[config.mk]
export PLATFORM = sky130hd
export DESIGN_NAME = irq_trap_ctrl
export DESIGN_NICKNAME = d
export VERILOG_FILES = /design/src/rtl/irq_trap_ctrl_pkg.sv /design/src/rtl/irq_trap_ctrl_sync.sv /design/src/rtl/irq_trap_ctrl.sv
export SDC_FILE = /design/constraint.sdc
export NUM_CORES = 1
export LEC_CHECK = 0
export CAP_MARGIN = 20
export CELL_PAD_IN_SITES_DETAIL_PLACEMENT = 2
export CELL_PAD_IN_SITES_GLOBAL_PLACEMENT = 2
export CORE_ASPECT_RATIO = 1.5
export CORE_MARGIN = 2
export CORE_UTILIZATION = 29
export CTS_CLUSTER_DIAMETER = 40
export DETAILED_ROUTE_END_ITERATION = 16
export DONT_BUFFER_PORTS = 1
export GPL_TIMING_DRIVEN = 0
export PLACE_DENSITY_LB_ADDON = 0.1
export SLEW_MARGIN = 15
export SYNTH_ARGS = -nofsm -noshare
export SYNTH_HDL_FRONTEND = slang
export SYNTH_SLANG_ARGS = --single-unit
[constraint.sdc]
create_clock -name clk -period 2.96 [get_ports clk]
set_input_delay 0.296 -clock clk [delete_from_list [all_inputs] [get_ports clk]]
set_output_delay 0.296 -clock clk [all_outputs]
set_load 0.02 [all_outputs]
[src/rtl/irq_trap_ctrl_pkg.sv]
// Shared definitions for the machine-mode interrupt/trap controller:
// cause codes, FSM state encoding and the priority/mcause helpers.
package irq_trap_ctrl_pkg;

  localparam logic [3:0] IRQ_CODE_MSI   = 4'd3;
  localparam logic [3:0] IRQ_CODE_MTI   = 4'd7;
  localparam logic [3:0] IRQ_CODE_MEI   = 4'd11;
  localparam int         MCAUSE_INT_BIT = 31;

  typedef enum logic [1:0] {
    ST_IDLE    = 2'd0,
    ST_REQ     = 2'd1,
    ST_ACTIVE  = 2'd2,
    ST_HOLDOFF = 2'd3
  } state_t;

  // Fixed priority MEI > MSI > MTI; the result is only meaningful when some input is set.
  function automatic logic [3:0] irq_pick(input logic p_mei, input logic p_msi,
                                          input logic p_mti);
    logic [3:0] code;
    code = IRQ_CODE_MTI;
    if (p_mei)      code = IRQ_CODE_MEI;
    else if (p_msi) code = IRQ_CODE_MSI;
    else if (p_mti) code = IRQ_CODE_MTI;
    return code;
  endfunction

  function automatic logic [31:0] mcause_of(input logic [3:0] code);
    logic [31:0] c;
    c                 = '0;
    c[MCAUSE_INT_BIT] = 1'b1;
    c[3:0]            = code;
    return c;
  endfunction

endpackage

[src/rtl/irq_trap_ctrl_sync.sv]
// irq_sync: parameterised flop-chain synchroniser, reset to 0.
// Used by irq_trap_ctrl only when IRQ_SYNC_EN is defined.
module irq_sync #(
  parameter int STAGES = 2
) (
  input  logic clk,
  input  logic resetn,
  input  logic i_d,
  output logic o_q
);

  logic [STAGES-1:0] r_chain;

  // NOTE: reset here is synchronous (sampled on clk), so it lives inside the clocked branch.
  always_ff @(posedge clk) begin
    if (!resetn) begin
      r_chain <= '0;
    end else begin
      r_chain[0] <= i_d;
      for (int i = 1; i < STAGES; i++) begin
        r_chain[i] <= r_chain[i-1];
      end
    end
  end

  assign o_q = r_chain[STAGES-1];

endmodule

[src/rtl/irq_trap_ctrl.sv]
// Machine-mode interrupt arbiter: gates MSIP/MTIP/MEIP, issues one trap at a time
// with req/ack, and holds off after mret. Optional MEIP synchroniser: IRQ_SYNC_EN.
module irq_trap_ctrl
  import irq_trap_ctrl_pkg::*;
#(
  parameter int HOLDOFF_CYCLES = 1,
  parameter int SYNC_STAGES    = 2
) (
  input  logic        clk,
  input  logic        resetn,
  input  logic        irq_msip,
  input  logic        irq_mtip,
  input  logic        irq_meip,
  input  logic        mstatus_mie,
  input  logic [31:0] mie,
  input  logic        instr_bound,
  input  logic        trap_ack,
  input  logic        mret,
  output logic [31:0] mip,
  output logic        trap_req,
  output logic [31:0] trap_cause,
  output logic        busy
);

  localparam int CW_RAW = $clog2(HOLDOFF_CYCLES + 1);
  localparam int CW     = (CW_RAW < 1) ? 1 : CW_RAW;
  localparam logic [CW-1:0] HOLD_LOAD = (HOLDOFF_CYCLES > 0) ? CW'(HOLDOFF_CYCLES - 1) : '0;

  logic w_meip;

`ifdef IRQ_SYNC_EN
  irq_sync #(
    .STAGES (SYNC_STAGES)
  ) u_meip_sync (
    .clk    (clk),
    .resetn (resetn),
    .i_d    (irq_meip),
    .o_q    (w_meip)
  );
`else
  localparam int unused_sync_stages = SYNC_STAGES;
  assign w_meip = irq_meip;
`endif

  logic       w_pend_mei;
  logic       w_pend_msi;
  logic       w_pend_mti;
  logic       w_take;
  logic [3:0] w_code;
  logic       w_unused_mie;

  assign mip = {20'b0, w_meip, 3'b0, irq_mtip, 3'b0, irq_msip, 3'b0};

  assign w_pend_mei = w_meip   & mie[11];
  assign w_pend_msi = irq_msip & mie[3];
  assign w_pend_mti = irq_mtip & mie[7];
  assign w_take     = (w_pend_mei | w_pend_msi | w_pend_mti) & mstatus_mie & instr_bound;
  assign w_code     = irq_pick(w_pend_mei, w_pend_msi, w_pend_mti);

  assign w_unused_mie = ^{mie[31:12], mie[10:8], mie[6:4], mie[2:0]};

  state_t      r_state;
  logic        r_trap_req;
  logic [31:0] r_cause;
  logic        r_busy;
  logic [CW-1:0] r_hold_cnt;

  always_ff @(posedge clk) begin
    if (!resetn) begin
      r_state    <= ST_IDLE;
      r_trap_req <= 1'b0;
      r_cause    <= '0;
      r_busy     <= 1'b0;
      r_hold_cnt <= '0;
    end else begin
      case (r_state)
        ST_IDLE: begin
          if (w_take) begin
            r_state    <= ST_REQ;
            r_trap_req <= 1'b1;
            r_cause    <= mcause_of(w_code);
            r_busy     <= 1'b1;
          end
        end
        // The request is never withdrawn; cause stays frozen until the handler returns.
        ST_REQ: begin
          if (trap_ack) begin
            r_state    <= ST_ACTIVE;
            r_trap_req <= 1'b0;
          end
        end
        ST_ACTIVE: begin
          if (mret) begin
            if (HOLDOFF_CYCLES == 0) begin
              r_state <= ST_IDLE;
              r_busy  <= 1'b0;
              r_cause <= '0;
            end else begin
              r_state    <= ST_HOLDOFF;
              r_hold_cnt <= HOLD_LOAD;
            end
          end
        end
        ST_HOLDOFF: begin
          r_cause <= '0;
          if (r_hold_cnt == '0) begin
            r_state <= ST_IDLE;
            r_busy  <= 1'b0;
          end else begin
            r_hold_cnt <= r_hold_cnt - 1'b1;
          end
        end
        default: begin
          r_state    <= ST_IDLE;
          r_trap_req <= 1'b0;
          r_busy     <= 1'b0;
        end
      endcase
    end
  end

  assign trap_req   = r_trap_req;
  assign trap_cause = r_cause;
  assign busy       = r_busy;

endmodule
==> summary.md, run 1 <==
| Metric | Value |
|---|---|
| Post-CTS Hold Fix Bufs | `0` |
| Number of fill cells | `348` |
| Gr usage total | `roughly 11%` |
| Vias in the first global route | `651` |
| Unique masters post-synth | `19` |
| Largest net degree at the start of global routing | `9` |
| First-pass GRT wire length | `2.622 mm` |
| CP required | `about 3100 ps` |
| Min-Delay Path Class | `primary input to register` |
| CTS Buffer Depth | `2` |
| Final Hold Vio Count | `0` |
| Die Ht | `69.16 um` |
| Fin. max-slew vios | `0` |
| P_int | `about 340 uW` |
| Min Hold Slack | `203.5 ps` |
| Switching share of power | `between 40% and 50%` |
| # resized after CTS | `0` |
| Delay-heaviest family, CP | `flip-flops` |
| Synth async-reset ratio | `0%` |
| Number of flops mapped to enable cells by yosys | `0` |
| Clk_lat worst skew | `approximately 220 ps` |
| Routed wire length | `between 1.5 and 2 mm` |
| Clk slew on worst S/H paths | `about 40 ps` |
| CP max FO | `4` |
| CP Class | `register to register` |
| Total core area | `approximately 0.0027 mm2` |
| Sink Count | `6` |
| Initial DRC Count | `10` |
| Mapped cell area | `slightly above 800 um2` |
| RSZ-0062 raised after global routing | `no` |
| Area delta synth->final | `35.82%` |
| Routability congestion estimate from global placement | `0.6959` |
| TritonCTS clock tree | `done` |
| NetSw | `~270 uW` |
| Port bufs | `0` |
| Synth cell count leaders | `62 x buf_4, 8 x nand2_1, 6 x dfxtp_1, 4 x ha_1` |
| Crit-path max cell delay | `about 330 ps` |
| Layout cells sized above 1 | `roughly 43%` |
| Crit path DAT | `1450 ps` |
| Rows | `23` |
| Starting Density | `about 31%` |
| PnR worst setup slack | `between 1500 and 2000 ps` |
| Worst clock skew | `just over 0.5 ps` |
| Slowest-stage cell, CP | `dfxtp_1` |
| Combinational Power Share | `between 50% and 60%` |
| Ant diodes | `0` |
| Peak Freq | `0.7739 GHz` |
| Syn. warnings | `0` |
| Max_cap viols | `0` |
| Sequential power share | `between 20% and 30%` |
| Post-route ant nets | `0` |
| Sequential area share after synthesis | `14.63%` |
| CTS Buf Count | `3` |
| Crit end category | `register` |
| Vias per cell | `about 3.4` |
| Area of the multi-input gates | `about 430 um2` |
| Register bit total from synthesis | `6` |
| Fin nets | `between 200 and 250` |
| Power Density | `about 540 mW/mm2` |
| Status | `finished clean` |
| Leading area contributor after synthesis | `buf_4` |
| I/O pin count | `~110` |
| CP Launch Type | `register` |
| Routed wire length per instance | `approximately 9 um` |
| Die width | `around 47 um` |
| Reg area | `120.1 um2` |
| Most numerous cell in the Yosys netlist | `buf_4` |
| Non-Filler Instances | `~200` |
| Clock power share | `approximately 21%` |
| Setup tns final | `0 ps` |
| Setup bufs post-CTS | `0` |
| Period utilization | `a little over two fifths` |
| Vias post-DR | `681` |
| VDD IR max | `~190 uV` |
| Dpl hpwl | `approximately 1.7 mm` |
| # setup viols final | `0` |
| Post-Place Cells | `around 200` |
| Grt ovf | `0` |
| Die area | `0.003281 mm2` |
| Lkg Pwr | `a little under 0.7 nW` |
| Synthesized instance count | `103` |
| Initial antenna violation count | `0` |
| Dpl ws | `between 1500 and 2000 ps` |
| Main area contributors after synthesis | `buf_4 57%, dfxtp_1 15%, ha_1 6.1%` |
| Min Tclk post-route | `around 1300 ps` |
| Remaining DRCs | `0` |
| Drt pass-1 iters | `4` |
| Bufs and invs on worst path | `0` |
| CTS root buffer | `clkbuf_8` |
| Worst-path cell chain | `ha_1, or2b_1, a221o_2, mux2i_1` |
| Top cell type's share of synthesized area | `56.71%` |
| Ys flop type | `dfxtp_1` |
| Mean post-synth cell area | `roughly 8 um2` |
| CTS H-tree depth | `1` |
[worst register-to-register path: stages (launching register included)]
cell,delay (ps)
dfxtp_1,330
ha_1,200
or2b_1,250
a221o_2,310
mux2i_1,130
[power groups by stage]
stage / clock (mW) / sequential [mW] / combinational, mW
floorplan: 0 / 0.146 / 0.298
global placement: 0 / 0.151 / 0.323
detailed placement: 0 / 0.153 / 0.331
CTS: 0.131 / 0.151 / 0.332
global route: 0.134 / 0.155 / 0.370
finish: 0.125 / 0.150 / 0.331
[cells in the final DEF, fill, tap and decap left out, drive strengths merged]
cell / instances
a221o: 1
a222oi: 1
a31oi: 1
buf: 62
clkbuf: 3
conb: 56
dfxtp: 6
ha: 4
inv: 3
mux2i: 3
nand2: 8
nand2b: 1
nor2: 5
o211a: 1
o211ai: 1
o21a: 1
o21ai: 2
o41ai: 1
or2b: 1
[flip-flops by register name, indices dropped and copies added, names as in the netlist]
| register | flops |
|---|---|
| r_state | 2 |
| trap_cause | 3 |
| trap_req | 1 |
[area by class of cell]
type,count,area share [%]
Buffer,62,41.75
Clock buffer,3,3.704
Inverter,3,1.010
Multi-Input combinational cell,87,38.61
Sequential cell,6,10.77
Tap cell,37,4.153
[stage by stage]
stage	cell area (um2)	utilization, %	power [mW]
6_report	1115	41.66	0.6058
5_1_grt	1115	41.66	0.6586
4_1_cts	1115	41.66	0.6142
3_5_place_dp	1074	40.11	0.4846
3_3_place_gp	1074	40.11	0.4736
2_1_floorplan	1027	-	0.4438
[path summary, 6_finish.rpt]
check / startpoint / to / slack, ps / depth (start not counted)
max: r_state[0] / trap_cause[2] / 1670 / 4
min: resetn / r_state[0] / 200 / 1
max reg2reg: r_state[0] / trap_cause[2] / 1670 / 4
min reg2reg: r_state[1] / r_state[1] / 510 / 2
[kinds of logic (layout without fill, tap and decap cells)]
kind of cell / count (synthesis) / in the layout / share of synthesized area [%]
and+or+nand+nor: 15 / 15 / 8.232
muxes: 3 / 3 / 3.659
adders and majority gates: 4 / 4 / 6.098
other: 1 / 56 / 0.4569
AOI/OAI and AO/OA: 9 / 9 / 8.843
DFF: 6 / 6 / 14.63
buffers and inverters: 65 / 68 / 58.08
[layer usage]
metal  share of wire, %  GRT usage [%]  vias up
li1                   -              -      328
met1                 26          7.643      302
met2                 58          21.77       47
met3                 13          2.618        4
met4                2.8          6.481        0
met5                  0              0        -
No activity file was read; power rests on OpenSTA's default activity.
==> run 2, diff against run 1 <==
Settings changed: CORE_UTILIZATION 29 to 27.
Clock period 2.96 ns to 1.2 ns, I/O delays scaled along.
==> run 2 against run 1 <==
The run now ends with setup timing left. Power grew to 2.8 times the previous value. Maximum frequency is 1.7% higher. Register-to-register slack worse by 1700 ps. Critical path depth stayed put. Non-clock buffer count is 2 higher. Die area is 6.9% higher. Utilization is 1.3 points lower. Final area is 5.4% higher. Highest routed layer is now met3.
==> summary.md, run 2 (synthesis gave the netlist of run 1 again) <==
| Metric | Value |
|---|---|
| Status | `finished with violations` |
| Failing checks | `setup timing` |
| Number of fill cells | `approximately 370` |
| Worst R2R Setup Slack | `-70 ps` |
| Hold path startpoint | `resetn` |
| Die area | `roughly 0.0035 mm2` |
| Hold Path Depth | `1` |
| Max reg flops | `3` |
| CTS Buffer Depth | `2` |
| Reg area | `122.6 um2` |
| CP Launch Type | `register` |
| Vias in the first global route | `~730` |
| Initial antenna violation count | `0` |
| I/O pin count | `~110` |
| NetSw | `roughly 740 uW` |
| Switching share of power | `about 44%` |
| # setup viols final | `3` |
| Routed wire length | `between 2 and 2.5 mm` |
| Min Hold Slack | `24.99 ps` |
| Lkg Pwr | `just over 0.7 nW` |
| Clock power share | `17.6%` |
| Sequential power share | `22.8%` |
| Vias per cell | `between 3 and 4` |
| Fin. max-slew vios | `0` |
| CP required | `1340 ps` |
| Crit path DAT | `about 1400 ps` |
| Combinational Power Share | `between 50% and 60%` |
| Die Ht | `a little over 70 um` |
| First-pass GRT wire length | `between 3 and 4 mm` |
| Vias post-DR | `around 700` |
| Initial DRC Count | `3` |
| Min Tclk post-route | `roughly 1300 ps` |
| Most common cell after layout, fill and taps aside | `buf_4` |
| Reg2Reg Depth | `4` |
| Ant diodes | `0` |
| Clk_lat worst skew | `220 ps` |
| Clk slew on worst S/H paths | `about 40 ps` |
| Largest net degree at the start of global routing | `9` |
| Remaining DRCs | `0` |
| Routed wire length per instance | `between 10 and 15 um` |
| TritonCTS clock tree | `done` |
| Final Hold Vio Count | `0` |
| CP Class | `register to register` |
| Crit-path max cell delay | `~330 ps` |
| CTS Buf Count | `3` |
| VDD IR max | `566.6 uV` |
| Most frequent cells in the layout | `64 x buf_4, 56 x conb_1, 8 x nand2_1` |
| Port bufs | `0` |
| Slowest-stage cell, CP | `dfxtp_2` |
| Power Density | `~1400 mW/mm2` |
| CP max FO | `4` |
| Crit end category | `register` |
| PnR worst setup slack | `-70.73 ps` |
| Dpl hpwl | `between 1.5 and 2 mm` |
| Total core area | `~0.0029 mm2` |
| Worst hold endpoint | `r_state[0]` |
| CTS root buffer | `clkbuf_8` |
| Dpl ws | `-146.7 ps` |
| Reg-to-reg endpoint | `trap_cause[2]` |
| Grt ovf | `0` |
| Sink Count | `6` |
| Worst-path cell chain | `ha_2, or2b_1, a221o_2, mux2i_1` |
| CTS H-tree depth | `1` |
| Gr usage total | `a little under an eighth` |
| Rows | `24` |
| Fin nets | `210` |
| Layout cells sized above 1 | `between 40% and 50%` |
| Starting Density | `about 28%` |
| Peak Freq | `a little under 0.8 GHz` |
| Period utilization | `105.9%` |
| Post-layout util | `40.34%` |
| P_int | `943.5 uW` |
| Worst clock skew | `1.534 ps` |
| Area of the multi-input gates | `roughly 470 um2` |
| Max_cap viols | `0` |
| Routability congestion estimate from global placement | `between 0.7 and 0.8` |
| Worst r2r src | `r_state[0]` |
| Drt pass-1 iters | `4` |
| Die width | `a little under 50 um` |
| RSZ-0062 raised after global routing | `yes` |
| Area delta synth->final | `43.14%` |
| Min-Delay Path Class | `primary input to register` |
| Post-route ant nets | `0` |
[run 2: repair_timing]
item                                    CTS  global route
endpoints found under the setup margin    6             5
hold buffers                              0             0
gates resized for setup                  10             3
hold endpoints to repair                  0             0
setup buffers                             1             1
pin swaps                                 3             1
[run 2: through the flow]
step | setup TNS (ps) | cell area, um2 | total power [mW] | cells
4_1_cts | -195.5 | 1160 | 1.645 | 201
3_3_place_gp | -318.8 | 1076 | 1.178 | 197
5_1_grt | -419.8 | 1175 | 1.826 | 202
2_1_floorplan | 0 | 1027 | 1.095 | 158
6_report | -102.0 | 1175 | 1.686 | 202
3_5_place_dp | -506.0 | 1076 | 1.198 | 197
[run 2: final cells by class]
| class | count | share of cell area, % |
|---|---|---|
| Inverter | 3 | 0.9585 |
| Sequential cell | 6 | 10.44 |
| Tap cell | 39 | 4.153 |
| Buffer | 62 | 39.62 |
| Timing Repair Buffer | 2 | 1.278 |
| Multi-Input combinational cell | 87 | 40.04 |
| Clock buffer | 3 | 3.514 |
[run 2: layer usage]
layer	up-vias	global-route usage, %	wire (um)
met5	-	0	0
met4	0	4.762	0
met3	0	5.000	260
met2	49	23.59	1211
met1	305	9.591	582
li1	331	-	-
[run 2: worst max path at each step]
stage          startpoint  slack [ps]             to  cells past startpoint
2_1_floorplan  r_state[0]           3  trap_cause[2]                      4
3_3_place_gp   r_state[1]         -90     r_state[1]                      6
3_5_place_dp   r_state[1]        -150     r_state[1]                      6
4_1_cts        r_state[0]        -100  trap_cause[2]                      4
5_1_grt        r_state[0]        -130  trap_cause[2]                      4
6_report       r_state[0]         -70  trap_cause[2]                      4
[run 2: power by group through the flow]
stage	registers (mW)	clock network, mW	logic (mW)
after floorplan	0.360	0	0.735
after global placement	0.375	0	0.803
after detailed placement	0.381	0	0.817
after CTS	0.387	0.309	0.950
after global routing	0.395	0.324	1.11
final	0.384	0.297	1.00
[run 2: critical path: cells and delay by family, from the launching register on]
family                     cells  cell delay, ps
DFF                            1             330
AOI/OAI and AO/OA              1             300
and+or+nand+nor                1             240
adders and majority gates      1             170
muxes                          1             150
